$ cat src/rtl/lift_floor_ctrl.sv
// ---------------------------------------------------------------------------
// lift_floor_ctrl
//
// Paternoster lift floor sequencer. It steps a cabin through floors 0..7 at a
// prescaled travel rate and reverses direction at each end of the shaft. When
// the cabin reaches a requested floor it dwells there, and it also handles run
// enable and emergency stop. Q feeds the downstream 7-segment decoder.
//
// Parameters
//   TICK_DIV     clk cycles per travel tick
//   DWELL_TICKS  travel ticks spent at a requested floor
//
// Ports
//   clk        in   system clock
//   reset      in   synchronous, active-high reset
//   run        in   level, 1 = lift allowed to travel
//   estop      in   level, emergency stop (highest priority)
//   req_valid  in   floor request valid
//   req_floor  in   [2:0] requested floor
//   req_ready  out  1 = no request pending, request taken on valid & ready
//   Q          out  [2:0] current floor
//   dir        out  1 = up, 0 = down
//   moving     out  1 while in MOVE
//   arrive     out  one-cycle pulse on reaching the pending floor
//   state      out  [1:0] IDLE=0, MOVE=1, DWELL=2, STOP=3
// ---------------------------------------------------------------------------
module lift_floor_ctrl #(
    parameter int unsigned TICK_DIV    = 100000000,
    parameter int unsigned DWELL_TICKS = 3
) (
    input  logic       clk,
    input  logic       reset,
    input  logic       run,
    input  logic       estop,
    input  logic       req_valid,
    input  logic [2:0] req_floor,
    output logic       req_ready,
    output logic [2:0] Q,
    output logic       dir,
    output logic       moving,
    output logic       arrive,
    output logic [1:0] state
);

    typedef enum logic [1:0] {
        IDLE  = 2'd0,
        MOVE  = 2'd1,
        DWELL = 2'd2,
        STOP  = 2'd3
    } state_t;

    localparam int unsigned PW = (TICK_DIV > 1) ? $clog2(TICK_DIV) : 1;
    localparam int unsigned DW = (DWELL_TICKS > 1) ? $clog2(DWELL_TICKS) : 1;
    localparam logic [PW-1:0] PRESC_LAST = PW'(TICK_DIV - 1);
    localparam logic [DW-1:0] DWELL_LAST = DW'(DWELL_TICKS - 1);

    state_t          state_q, state_d;
    logic [PW-1:0]   presc_q, presc_d;
    logic [DW-1:0]   dwell_q, dwell_d;
    logic [2:0]      floor_q, floor_d;
    logic            dir_q, dir_d;
    logic            pending_q, pending_d;
    logic [2:0]      pend_floor_q, pend_floor_d;
    logic            arrive_q, arrive_d;
    logic            moving_q, moving_d;
    logic            ready_q, ready_d;

    logic            timed;
    logic            tick;
    logic            arrived;
    logic            accept;

    // The prescaler only runs while travelling or dwelling.
    assign timed   = (state_q == MOVE) || (state_q == DWELL);
    assign tick    = timed && (presc_q == PRESC_LAST);
    assign arrived = pending_q && (floor_q == pend_floor_q);
    assign accept  = req_valid && ready_q;

    // ------------------------------------------------------------------
    // State register (plus all registered datapath and outputs)
    // ------------------------------------------------------------------
    // NOTE: clocked state uses non-blocking (<=) so every register samples
    // pre-edge values; blocking here would create order-dependent races.
    always_ff @(posedge clk) begin
        if (reset) begin
            state_q      <= IDLE;
            presc_q      <= '0;
            dwell_q      <= '0;
            floor_q      <= 3'd0;
            dir_q        <= 1'b1;
            pending_q    <= 1'b0;
            pend_floor_q <= 3'd0;
            arrive_q     <= 1'b0;
            moving_q     <= 1'b0;
            ready_q      <= 1'b1;
        end else begin
            state_q      <= state_d;
            presc_q      <= presc_d;
            dwell_q      <= dwell_d;
            floor_q      <= floor_d;
            dir_q        <= dir_d;
            pending_q    <= pending_d;
            pend_floor_q <= pend_floor_d;
            arrive_q     <= arrive_d;
            moving_q     <= moving_d;
            ready_q      <= ready_d;
        end
    end

    // ------------------------------------------------------------------
    // Next-state logic. In MOVE the priority is estop, run, arrival, tick.
    // ------------------------------------------------------------------
    // NOTE: every combinational output gets a default before the case so
    // no path leaves it unassigned, which would infer a latch.
    always_comb begin
        state_d = state_q;
        unique case (state_q)
            IDLE: begin
                if (estop)    state_d = STOP;
                else if (run) state_d = MOVE;
            end
            MOVE: begin
                if (estop)        state_d = STOP;
                else if (!run)    state_d = IDLE;
                else if (arrived) state_d = DWELL;
            end
            DWELL: begin
                // run is only consulted at the end, so dropping it mid-dwell
                // never shortens the dwell.
                if (estop)
                    state_d = STOP;
                else if (tick && (dwell_q == DWELL_LAST))
                    state_d = run ? MOVE : IDLE;
            end
            STOP: begin
                // Re-arm requires run to be low as well as estop released.
                if (!estop && !run) state_d = IDLE;
            end
        endcase
    end

    // ------------------------------------------------------------------
    // Output / datapath logic (computes next values of registered outputs)
    // ------------------------------------------------------------------
    always_comb begin
        floor_d      = floor_q;
        dir_d        = dir_q;
        pending_d    = pending_q;
        pend_floor_d = pend_floor_q;
        dwell_d      = dwell_q;
        arrive_d     = 1'b0;
        moving_d     = (state_d == MOVE);

        // Restart the prescaler on every state change so a partial count
        // (for example, one aborted by estop) never carries over.
        if ((state_d != state_q) || !timed || tick)
            presc_d = '0;
        else
            presc_d = presc_q + 1'b1;

        // Acceptance and arrival are exclusive: ready is low while pending.
        if (accept) begin
            pending_d    = 1'b1;
            pend_floor_d = req_floor;
        end

        unique case (state_q)
            MOVE: begin
                if (!estop && run) begin
                    if (arrived) begin
                        // Arrival wins over a coincident tick; no step.
                        arrive_d  = 1'b1;
                        pending_d = 1'b0;
                        dwell_d   = '0;
                    end else if (tick) begin
                        // At either end of the shaft, spend one tick reversing
                        // instead of stepping; the floor never wraps.
                        if (dir_q) begin
                            if (floor_q == 3'd7) dir_d   = 1'b0;
                            else                 floor_d = floor_q + 3'd1;
                        end else begin
                            if (floor_q == 3'd0) dir_d   = 1'b1;
                            else                 floor_d = floor_q - 3'd1;
                        end
                    end
                end
            end
            DWELL: begin
                if (!estop && tick)
                    dwell_d = (dwell_q == DWELL_LAST) ? '0 : dwell_q + 1'b1;
            end
            default: ;
        endcase

        ready_d = !pending_d && (state_d != STOP);
    end

    assign Q         = floor_q;
    assign dir       = dir_q;
    assign moving    = moving_q;
    assign arrive    = arrive_q;
    assign state     = state_q;
    assign req_ready = ready_q;

endmodule

$ cat config.mk
export PLATFORM = sky130hd
export DESIGN_NAME = lift_floor_ctrl
export DESIGN_NICKNAME = d
export VERILOG_FILES = /design/src/rtl/lift_floor_ctrl.sv
export SDC_FILE = /design/constraint.sdc
export NUM_CORES = 1
export LEC_CHECK = 0
export BUFFER_PORTS_ARGS = -buffer_cell sky130_fd_sc_hd__buf_2
export CORE_AREA = 4 4 90 75
export CTS_BUF_LIST = sky130_fd_sc_hd__clkbuf_8
export CTS_CLUSTER_DIAMETER = 120
export CTS_CLUSTER_SIZE = 40
export DETAILED_ROUTE_END_ITERATION = 10
export DIE_AREA = 0 0 94 79
export GPL_TIMING_DRIVEN = 0
export PLACE_DENSITY = 0.65
export SLEW_MARGIN = 20
export SYNTH_ARGS = -nofsm -noshare
export SYNTH_HDL_FRONTEND = slang
export SYNTH_SLANG_ARGS = --single-unit
$ cat constraint.sdc
create_clock -name clk -period 5.4 [get_ports clk]
set_clock_uncertainty 0.15 [all_clocks]
set_input_delay 0.27 -clock clk [delete_from_list [all_inputs] [get_ports clk]]
set_output_delay 0.27 -clock clk [all_outputs]
set_load 0.005 [all_outputs]
==> metrics.log, run 1 <==
INFO  metric die_height = a little under 80 µm
INFO  metric leakage_power_summed_over_all_cells = between 0.9 and 1 nW
INFO  metric synthArstFlopShare = 0%
INFO  metric mostFrequentLayoutCells = dfxtp_1, buf_2, nor2_4
INFO  metric cts_tree = done
INFO  metric path_cells = clkbuf_1 -> inv_1 -> ha_1 -> buf_6 -> a211oi_1 -> o21ai_1 -> o31ai_1 -> a211o_1 -> buf_6 -> buf_12 -> nor2_4
INFO  metric ys_seq_area_share = 33.9%
INFO  metric crit-reg2reg-launch = state[1]
INFO  metric drv_cap = 0
INFO  metric crit_path_max_fanout = 10
INFO  metric synthesized_nets = 283
INFO  metric timing.critical_path.arrival = between 2 and 3 ns
INFO  metric worstRegToRegCells = 11
INFO  metric finalWirelength = 5200 µm
INFO  metric clk-insertion-delay-late = 0.30 ns
INFO  metric path_class = flop to flop
INFO  metric floorplan.rows = 25
INFO  metric ctsRootBufferMaster = clkbuf_8
INFO  metric cts_repair_resize_count = 0
INFO  metric layoutNonFillerInstCount = 374
INFO  metric total_power = between 0.9 and 1 mW
INFO  metric placed_cells = 366
INFO  metric post_synthesis_instance_total = 269
INFO  metric timing.max_slew.rel_slack = 54.7%
INFO  metric timing.final.max_slew_violations = 0
INFO  metric worst_hold_startpoint = req_floor[0]
INFO  metric holdPathStages = 3
INFO  metric start_kind = flop
INFO  metric worstMarginPinSlew = 0.674 ns
INFO  metric finish.utilization = between 40% and 50%
INFO  metric route.detailed.vias_per_inst = around 5.3
INFO  metric worst_hold_path_type = input pin to flop
INFO  metric rsz_0062_raised_after_global_routing = no
INFO  metric synth_enable_flop_cells = 0
INFO  metric detailedPlacementHpwl = around 3800 µm
INFO  metric routabilityCongestion = 0.819
INFO  metric timing.critical_path.slowest_cell_delay = 0.38 ns
INFO  metric grt_start_max_net_pins = 14
INFO  metric synth.yosys.warnings = 0
INFO  metric holdWs = 0.0705 ns
INFO  metric drc_errors = 0
INFO  metric floorplan.initialDensity = about 43%
INFO  metric report.final.hold_viol_count = 0
INFO  metric detail_route.first_pass.iterations = 4
INFO  metric port-buffer-count = 16
INFO  metric yosys_most_used_dff = dfxtp_1
INFO  metric fin_nets = approximately 310
INFO  metric die_area = 0.00743 mm²
INFO  metric synth.cell_area = 0.00248 mm²
INFO  metric h-tree-depth = 2
INFO  metric hold_buffers = 0
INFO  metric placeableCoreArea = 0.00582 mm²
INFO  metric tns = 0 ns
INFO  metric initial_antenna_violation_count = 0
INFO  metric netlist-cell-type-count = 55
INFO  metric setup_viol = 0
INFO  metric cts.path.max_buffers = 2
INFO  metric grt_pass1_vias = approximately 1900
INFO  metric max-vdd-ir-drop = 252 µV
INFO  metric layout_commonest_cell = dfxtp_1
INFO  metric required = 5.44 ns
INFO  metric groute.usage.overall = 15.7%
INFO  metric clkSinkCount = 42
INFO  metric post-cts-setup-buffer-count = 0
INFO  metric clock_transition_at_the_register_clock_pins_on_the_worst_setup_and_hold_paths_after_cts = 0.08 ns
INFO  metric synth_area_per_cell = 9.21 µm²
INFO  metric drtAntennaViolNets = 0
INFO  metric die_width = 94 µm
INFO  metric initialDrtViolationCount = 148
INFO  metric cpMostUsedCell = buf_6
INFO  metric timing.final.crit_share = 48.3%
INFO  metric io_pins = 17
INFO  metric post_route_cells_drive_above_1_share = 20.1%
INFO  metric setup.worst_path.end_class = flop
INFO  metric cellPowerDensity = 352 mW/mm²
INFO  metric min_clock_period_post_route = 2.61 ns
INFO  metric dr_total_vias = a little under 2000
INFO  metric run_status = finished clean
INFO  metric grt_pass1_wl = roughly 9300 µm
INFO  metric max_freq = 384 MHz
INFO  metric cts_inserted_buffers = 5
INFO  metric grt.overflow.total = 0
INFO  metric cpMaxStageDelayCell = dfxtp_1
INFO  metric startpoint = state[1]
INFO  metric insertedDiodeCount = 0
INFO  metric detail_route.wl_per_cell = between 10 and 15 µm
INFO  metric synth_seq_cells = 42
INFO  metric flow.area_growth_from_synthesis = 13.1%
flip-flops by register name, summed over array words and instances (netlist names):
signal	flops
req_ready	1
state	2
presc_q	27
moving	1
arrive	1
dir	1
dwell_q	2
pending_q	1
Q	3
pend_floor_q	3
path summary, 6_finish.rpt:
kind                           to  slack, ns
hold / removal    pend_floor_q[0]       0.07
setup reg to reg      presc_q[10]       2.79
setup / recovery      presc_q[10]       2.79
hold reg to reg        presc_q[0]       0.33
cell usage after synthesis, types with 2 or more instances:
master / count / area share [%]
and4_1: 4 / 1.4
inv_1: 8 / 1.2
nand4_1: 13 / 3.3
nor4_2: 2 / 1.0
clkbuf_1: 4 / 0.61
o21ai_1: 2 / 0.40
xnor2_2: 2 / 1.3
and3b_1: 2 / 0.71
nand3_1: 17 / 3.4
nand2_1: 16 / 2.4
ha_1: 5 / 2.5
a31oi_1: 2 / 0.50
nor2b_1: 2 / 0.50
nor2_4: 18 / 8.2
and4b_1: 2 / 0.81
and2_1: 3 / 0.76
buf_2: 4 / 0.81
dfxtp_1: 42 / 34
nor3_1: 11 / 2.2
o311a_1: 2 / 0.81
nand2b_1: 3 / 0.76
a21oi_1: 14 / 2.8
nand3b_1: 2 / 0.61
and3_1: 5 / 1.3
o32ai_1: 2 / 0.71
nor2_2: 2 / 0.50
nand4b_1: 2 / 0.71
a211o_1: 2 / 0.71
and4bb_1: 2 / 1.0
nor4_1: 3 / 0.76
o21ai_0: 3 / 0.61
a211oi_1: 3 / 0.91
buf_12: 2 / 1.6
nor2_1: 15 / 2.3
mux2i_1: 3 / 1.2
buf_6: 2 / 0.91
xor2_1: 17 / 6.0
xnor2_1: 9 / 3.2
power by group:
| group | total [mW] | internal, mW | switching (mW) |
|---|---|---|---|
| combinational | 0.317 | 0.131 | 0.186 |
| clock | 0.309 | 0.197 | 0.112 |
| sequential | 0.358 | 0.332 | 0.0265 |
critical path: cells and delay by family (launching register included):
kind                     cells  cell delay (ns)
buffers and inverters        5             0.90
AO/OA/AOI/OAI                4             0.81
flip-flops                   1             0.38
adder cells (fa/ha/maj)      1             0.22
AND/OR/NAND/NOR              1             0.05
stage by stage:
| step | instance area [µm²] | setup WS (ns) |
|---|---|---|
| after floorplan | 2480 | 3.04 |
| after global placement | 2660 | 2.83 |
| after detailed placement | 2660 | 2.78 |
| after CTS | 2800 | 2.77 |
| after global routing | 2800 | 2.60 |
| final | 2800 | 2.79 |
logic make-up (layout without fill, tap and decap cells):
kind of cell             count (synthesis)  in the layout  share of synthesized area [%]
AND/OR/NAND/NOR                        129            129                           34.2
adder cells (fa/ha/maj)                  6              6                           3.33
buffers and inverters                   21             45                           5.45
flip-flops                              42             42                           33.9
multiplexers                             3              3                           1.21
XOR/XNOR                                28             28                           10.5
AO/OA/AOI/OAI                           40             40                           11.3
per-layer routing:
layer	track usage [%]	vias to the layer above	share of wire [%]
li1	-	1022	-
met1	24.9	892	52
met2	20.5	49	41
met3	3.13	7	5.4
met4	5.34	0	1.2
met5	0	-	0
area by class of cell:
type / count / area, µm²
fillers: 589 / 3020
clock buffers: 6 / 82.6
plain buffers: 13 / 105
flip-flops and latches: 42 / 841
clock inverters: 2 / 60.1
multi-input cells: 206 / 1500
repair buffers: 16 / 80.1
inverters: 8 / 30.0
well taps: 81 / 101
No activity file was read; power rests on OpenSTA's default activity.
==> run 2: changes to the inputs <==
--- a/config.mk
+++ b/config.mk
@@ -13,7 +13,7 @@
 export DETAILED_ROUTE_END_ITERATION = 10
 export DIE_AREA = 0 0 94 79
 export GPL_TIMING_DRIVEN = 0
-export PLACE_DENSITY = 0.65
+export PLACE_DENSITY = 0.68
 export SLEW_MARGIN = 20
 export SYNTH_ARGS = -nofsm -noshare
 export SYNTH_HDL_FRONTEND = slang
==> constraint.sdc (replaced) <==
create_clock -name clk -period 2.2 [get_ports clk]
set_clock_uncertainty 0.15 [all_clocks]
set_input_delay 0.11 -clock clk [delete_from_list [all_inputs] [get_ports clk]]
set_output_delay 0.11 -clock clk [all_outputs]
set_load 0.005 [all_outputs]
==> metrics.log, run 2 (same netlist as run 1, synthesis figures left out) <==
INFO  metric run_status = finished clean
INFO  metric fin_ws = 0.0396 ns
INFO  metric required = approximately 2.2 ns
INFO  metric cts_tree = done
INFO  metric groute.usage.overall = 15.4%
INFO  metric floorplan.initialDensity = 42.6%
INFO  metric clock_transition_at_the_register_clock_pins_on_the_worst_setup_and_hold_paths_after_cts = 0.08 ns
INFO  metric min_clock_period_post_route = between 2 and 2.5 ns
INFO  metric ctsRootBufferMaster = clkbuf_8
INFO  metric number_of_flip_flops_under_the_largest_register_name = 27
INFO  metric tns = 0 ns
INFO  metric rsz_0062_raised_after_global_routing = yes
INFO  metric h-tree-depth = 2
INFO  metric setup.worst_path.end_class = flop
INFO  metric max-vdd-ir-drop = just over 500 µV
INFO  metric max_freq = 463 MHz
INFO  metric layout_commonest_cell = dfxtp_1
INFO  metric detail_route.wl_per_cell = 13.6 µm
INFO  metric clk-insertion-delay-late = 0.29 ns
INFO  metric worst_hold_path_type = input pin to flop
INFO  metric detail_route.first_pass.iterations = 4
INFO  metric path_class = flop to flop
INFO  metric route.detailed.vias_per_inst = between 5 and 6
INFO  metric timing.final.max_slew_violations = 0
INFO  metric postLayoutCellArea = 0.00309 mm²
INFO  metric grt_start_max_net_pins = 13
INFO  metric timing.max_slew.rel_slack = 66.4%
INFO  metric report.final.hold_viol_count = 0
INFO  metric top_register = presc_q
INFO  metric worstMarginPinSlew = 0.504 ns
INFO  metric detailed_place.area = 0.00267 mm²
INFO  metric leakage_power_summed_over_all_cells = 1.04 nW
INFO  metric drv_cap = 0
INFO  metric die_area = about 0.0074 mm²
INFO  metric initial_antenna_violation_count = 0
INFO  metric clkSinkCount = 42
INFO  metric grt_pass1_vias = between 1500 and 2000
INFO  metric cellPowerDensity = 841 mW/mm²
INFO  metric initialDrtViolationCount = 145
INFO  metric setup_viol = 0
INFO  metric die_height = 79 µm
INFO  metric grt.overflow.total = 0
INFO  metric flow.area_growth_from_synthesis = 24.7%
INFO  metric timing.critical_path.arrival = 2.19 ns
INFO  metric detailedPlacementHpwl = roughly 3700 µm
INFO  metric grt_pass1_wl = 9250 µm
INFO  metric die_width = 94 µm
INFO  metric timing.final.crit_share = 98.2%
INFO  metric finalWirelength = 5400 µm
INFO  metric post_route_cells_drive_above_1_share = 29.7%
INFO  metric mostFrequentLayoutCells = dfxtp_1, buf_2, nor2_4
INFO  metric cts_inserted_buffers = 5
INFO  metric total_power = around 2.6 mW
INFO  metric placeableCoreArea = between 0.005 and 0.006 mm²
INFO  metric insertedDiodeCount = 0
INFO  metric io_pins = 17
INFO  metric start_kind = flop
INFO  metric crit_path_max_fanout = 10
INFO  metric drtAntennaViolNets = 0
INFO  metric fin_nets = 329
INFO  metric cts.path.max_buffers = 2
INFO  metric dr_total_vias = roughly 2100
INFO  metric drc_errors = 0
INFO  metric port-buffer-count = 16
INFO  metric routabilityCongestion = between 0.8 and 0.9
INFO  metric floorplan.rows = 25
INFO  metric pre_cts_ws = -0.324 ns
run 2: final cells by class:
class                      instances  area [µm²]
fill                             531        2730
multi-input combinational        206        1600
sequential                        42         848
timing repair buffer              40         298
buffer                            12         105
tap                               81         101
clock buffer                       5        68.8
clock inverter                     3        37.5
inverter                           8        30.0
run 2: worst max-delay path: stages, from the launching register on:
cell	delay, ns
dfxtp_4	0.36
buf_4	0.16
ha_4	0.19
a211oi_2	0.26
o21ai_1	0.13
o31ai_1	0.25
a211o_1	0.15
buf_6	0.16
buf_12	0.18
nor2_4	0.04
run 2: what timing repair did:
action	in CTS	in global routing
buffers inserted	11	5
gates cloned	1	0
setup endpoints to repair	37	20
hold buffers	7	0
gates resized for setup	20	8
pin swaps	8	6
hold endpoints to repair	5	0
run 2: routing by layer:
layer  vias up  wire length [µm]  track usage, %
li1       1064                 -               -
met1       978              2710            21.3
met2        30              2450            24.4
met3         4               190            3.22
met4         0                43            3.90
met5         -                 0               0
run 2: per-stage QoR:
step / utilization (%) / hold WS (ns) / cells
2_1_floorplan: - / 0.0931 / 269
3_3_place_gp: 46.0 / 0.223 / 366
3_5_place_dp: 46.0 / 0.223 / 366
4_1_cts: 51.8 / 0.0392 / 392
5_1_grt: 53.1 / 0.0681 / 397
6_report: 53.1 / 0.0475 / 397
run 2: final timing paths:
kind,to,from,slack [ns],cells after the start
max,presc_q[19],state[0],0.04,9
min,pend_floor_q[2],req_valid,0.05,4
max reg2reg,presc_q[19],state[0],0.04,9
min reg2reg,presc_q[0],presc_q[0],0.32,1
run 2: power by group:
group / internal (mW) / total, mW / leakage [nW] / switching (mW)
Clock: 0.331 / 0.595 / 0.0607 / 0.264
Sequential: 0.825 / 0.874 / 0.341 / 0.0484
Combinational: 0.575 / 1.13 / 0.642 / 0.555
==> run 3: changes to the inputs <==
--- a/config.mk
+++ b/config.mk
@@ -6,14 +6,14 @@
 export NUM_CORES = 1
 export LEC_CHECK = 0
 export BUFFER_PORTS_ARGS = -buffer_cell sky130_fd_sc_hd__buf_2
-export CORE_AREA = 4 4 90 75
+export CORE_AREA = 4 4 81 68
 export CTS_BUF_LIST = sky130_fd_sc_hd__clkbuf_8
 export CTS_CLUSTER_DIAMETER = 120
 export CTS_CLUSTER_SIZE = 40
 export DETAILED_ROUTE_END_ITERATION = 10
-export DIE_AREA = 0 0 94 79
+export DIE_AREA = 0 0 85 72
 export GPL_TIMING_DRIVEN = 0
-export PLACE_DENSITY = 0.68
+export PLACE_DENSITY = 0.8
 export SLEW_MARGIN = 20
 export SYNTH_ARGS = -nofsm -noshare
 export SYNTH_HDL_FRONTEND = slang
==> metrics.log, run 3 (same netlist as run 1, synthesis figures left out) <==
INFO  metric clk-insertion-delay-late = 0.29 ns
INFO  metric holdPathStages = 4
INFO  metric mostFrequentLayoutCells = dfxtp_1, nor2_4, buf_2
INFO  metric layout_commonest_cell = dfxtp_1
INFO  metric crit_path_max_fanout = 7
INFO  metric grt_pass1_vias = 2020
INFO  metric setup.worst_path.end_class = flop
INFO  metric drc_errors = 0
INFO  metric fin_ws = 0.0338 ns
INFO  metric timing.final.max_slew_violations = 0
INFO  metric sequentialPowerShare = 31.7%
INFO  metric insertedDiodeCount = 0
INFO  metric run_status = finished clean
INFO  metric finish.utilization = 65.8%
INFO  metric ctsRootBufferMaster = clkbuf_8
INFO  metric die_width = 85 µm
INFO  metric port-buffer-count = 16
INFO  metric top_register = presc_q
INFO  metric pre_cts_ws = -0.274 ns
INFO  metric path_class = flop to flop
INFO  metric cts_tree = done
INFO  metric total_power = 2.78 mW
INFO  metric detail_route.first_pass.iterations = 4
INFO  metric cts_inserted_buffers = 5
INFO  metric setup_viol = 0
INFO  metric floorplan.initialDensity = 51.5%
INFO  metric start_kind = flop
INFO  metric placed_cells = ~350
INFO  metric net-switching-power = 0.937 mW
INFO  metric grt.overflow.total = 0
INFO  metric critical_path.reg2reg.endpoint = presc_q[14]
INFO  metric grt_pass1_wl = slightly above 9000 µm
INFO  metric route.detailed.vias_per_inst = 5.72
INFO  metric power.internal = 1.84 mW
INFO  metric holdWs = 0.0593 ns
INFO  metric max_freq = 462 MHz
INFO  metric setup_slack_of_the_worst_register_to_register_path = around 0.034 ns
INFO  metric switching_share = 33.7%
INFO  metric tns = 0 ns
INFO  metric clock_transition_at_the_register_clock_pins_on_the_worst_setup_and_hold_paths_after_cts = 0.08 ns
INFO  metric detailedPlacementHpwl = 3740 µm
INFO  metric detail_route.wl_per_cell = 15.4 µm
INFO  metric postLayoutCellArea = 0.00316 mm²
INFO  metric initial_antenna_violation_count = 0
INFO  metric min_clock_period_post_route = 2.17 ns
INFO  metric crit-reg2reg-launch = Q[1]
INFO  metric fin_nets = 333
INFO  metric worst_hold_startpoint = req_valid
INFO  metric timing.max_slew.rel_slack = 68.2%
INFO  metric initialDrtViolationCount = 127
INFO  metric clock_share_of_power = 22.4%
INFO  metric h-tree-depth = 2
INFO  metric post_route_cells_drive_above_1_share = 32.6%
INFO  metric dr_total_vias = 2179
INFO  metric grt_start_max_net_pins = 13
INFO  metric worstRegToRegCells = 9
INFO  metric timing.hold.worst_endpoint = pend_floor_q[0]
INFO  metric report.final.hold_viol_count = 0
INFO  metric clkSinkCount = 42
INFO  metric routabilityCongestion = 0.826
INFO  metric max-vdd-ir-drop = 543 µV
INFO  metric flow.area_growth_from_synthesis = 27.6%
INFO  metric worstMarginPinSlew = 0.478 ns
INFO  metric io_pins = 17
INFO  metric die_area = 0.00612 mm²
INFO  metric timing.critical_path.arrival = approximately 2.2 ns
INFO  metric timing.final.crit_share = 98.5%
INFO  metric worst_hold_path_type = input pin to flop
INFO  metric drv_cap = 0
INFO  metric required = 2.24 ns
INFO  metric cts.path.max_buffers = 2
INFO  metric placeableCoreArea = 0.00481 mm²
INFO  metric combinationalPowerShare = approximately 46%
INFO  metric cellPowerDensity = between 800 and 900 mW/mm²
INFO  metric leakage_power_summed_over_all_cells = 1.08 nW
INFO  metric detailed_place.area = 0.00265 mm²
INFO  metric drtAntennaViolNets = 0
INFO  metric layoutNonFillerInstCount = 381
INFO  metric groute.usage.overall = 18.7%
INFO  metric die_height = 72 µm
INFO  metric number_of_flip_flops_under_the_largest_register_name = 27
INFO  metric finalWirelength = 5870 µm
INFO  metric floorplan.rows = 23
==> run 3: what timing repair did <==
| action | CTS | global route |
|---|---|---|
| gates cloned | 1 | 0 |
| resized for setup | 19 | 24 |
| setup endpoints to repair | 36 | 37 |
| buffers inserted | 13 | 9 |
| hold endpoints to repair | 6 | 0 |
| pin swaps | 7 | 12 |
| hold buffers | 7 | 0 |
==> run 3: power by group through the flow <==
stage / clock network (mW) / registers (mW) / logic [mW]
floorplan: 0 / 0.890 / 0.620
global placement: 0 / 0.894 / 0.769
detailed placement: 0 / 0.901 / 0.787
CTS: 0.637 / 0.870 / 1.11
global route: 0.664 / 0.887 / 1.36
finish: 0.623 / 0.880 / 1.28
==> run 3: how the worst max path moves through the flow <==
| stage | from | endpoint | slack [ns] | depth (start not counted) |
|---|---|---|---|---|
| 2_1_floorplan | state[1] | presc_q[15] | 0.004 | 11 |
| 3_3_place_gp | state[0] | req_ready | -0.27 | 7 |
| 3_5_place_dp | state[0] | req_ready | -0.27 | 7 |
| 4_1_cts | presc_q[0] | presc_q[16] | -0.009 | 6 |
| 5_1_grt | Q[0] | presc_q[16] | -0.05 | 9 |
| 6_report | Q[1] | presc_q[14] | 0.03 | 9 |
==> run 3: critical path, stage by stage, from the launching register on <==
cell and delay [ns]:
dfxtp_1 0.38, buf_2 0.22, xnor2_2 0.14, nand4_1 0.28
o211ai_1 0.28, a211o_1 0.18, buf_6 0.15, buf_12 0.11
buf_12 0.13, nor2_4 0.04
==> run 3: routing by layer <==
metal  up-vias  routed length (µm)  global-route usage (%)
met5         -                   0                       0
met2        39                3000                    31.9
met4         0                  42                    4.92
li1       1070                   -                       -
met1      1066                2660                    24.5
met3         4                 173                    3.41
==> run 3: final cells by class <==
class	count	area [µm²]
inverter	8	35.0
clock inverter	1	30.0
sequential	42	846
buffer	12	105
timing repair buffer	44	344
tap	62	77.6
clock buffer	6	82.6
multi-input combinational	206	1640
fill	371	1640
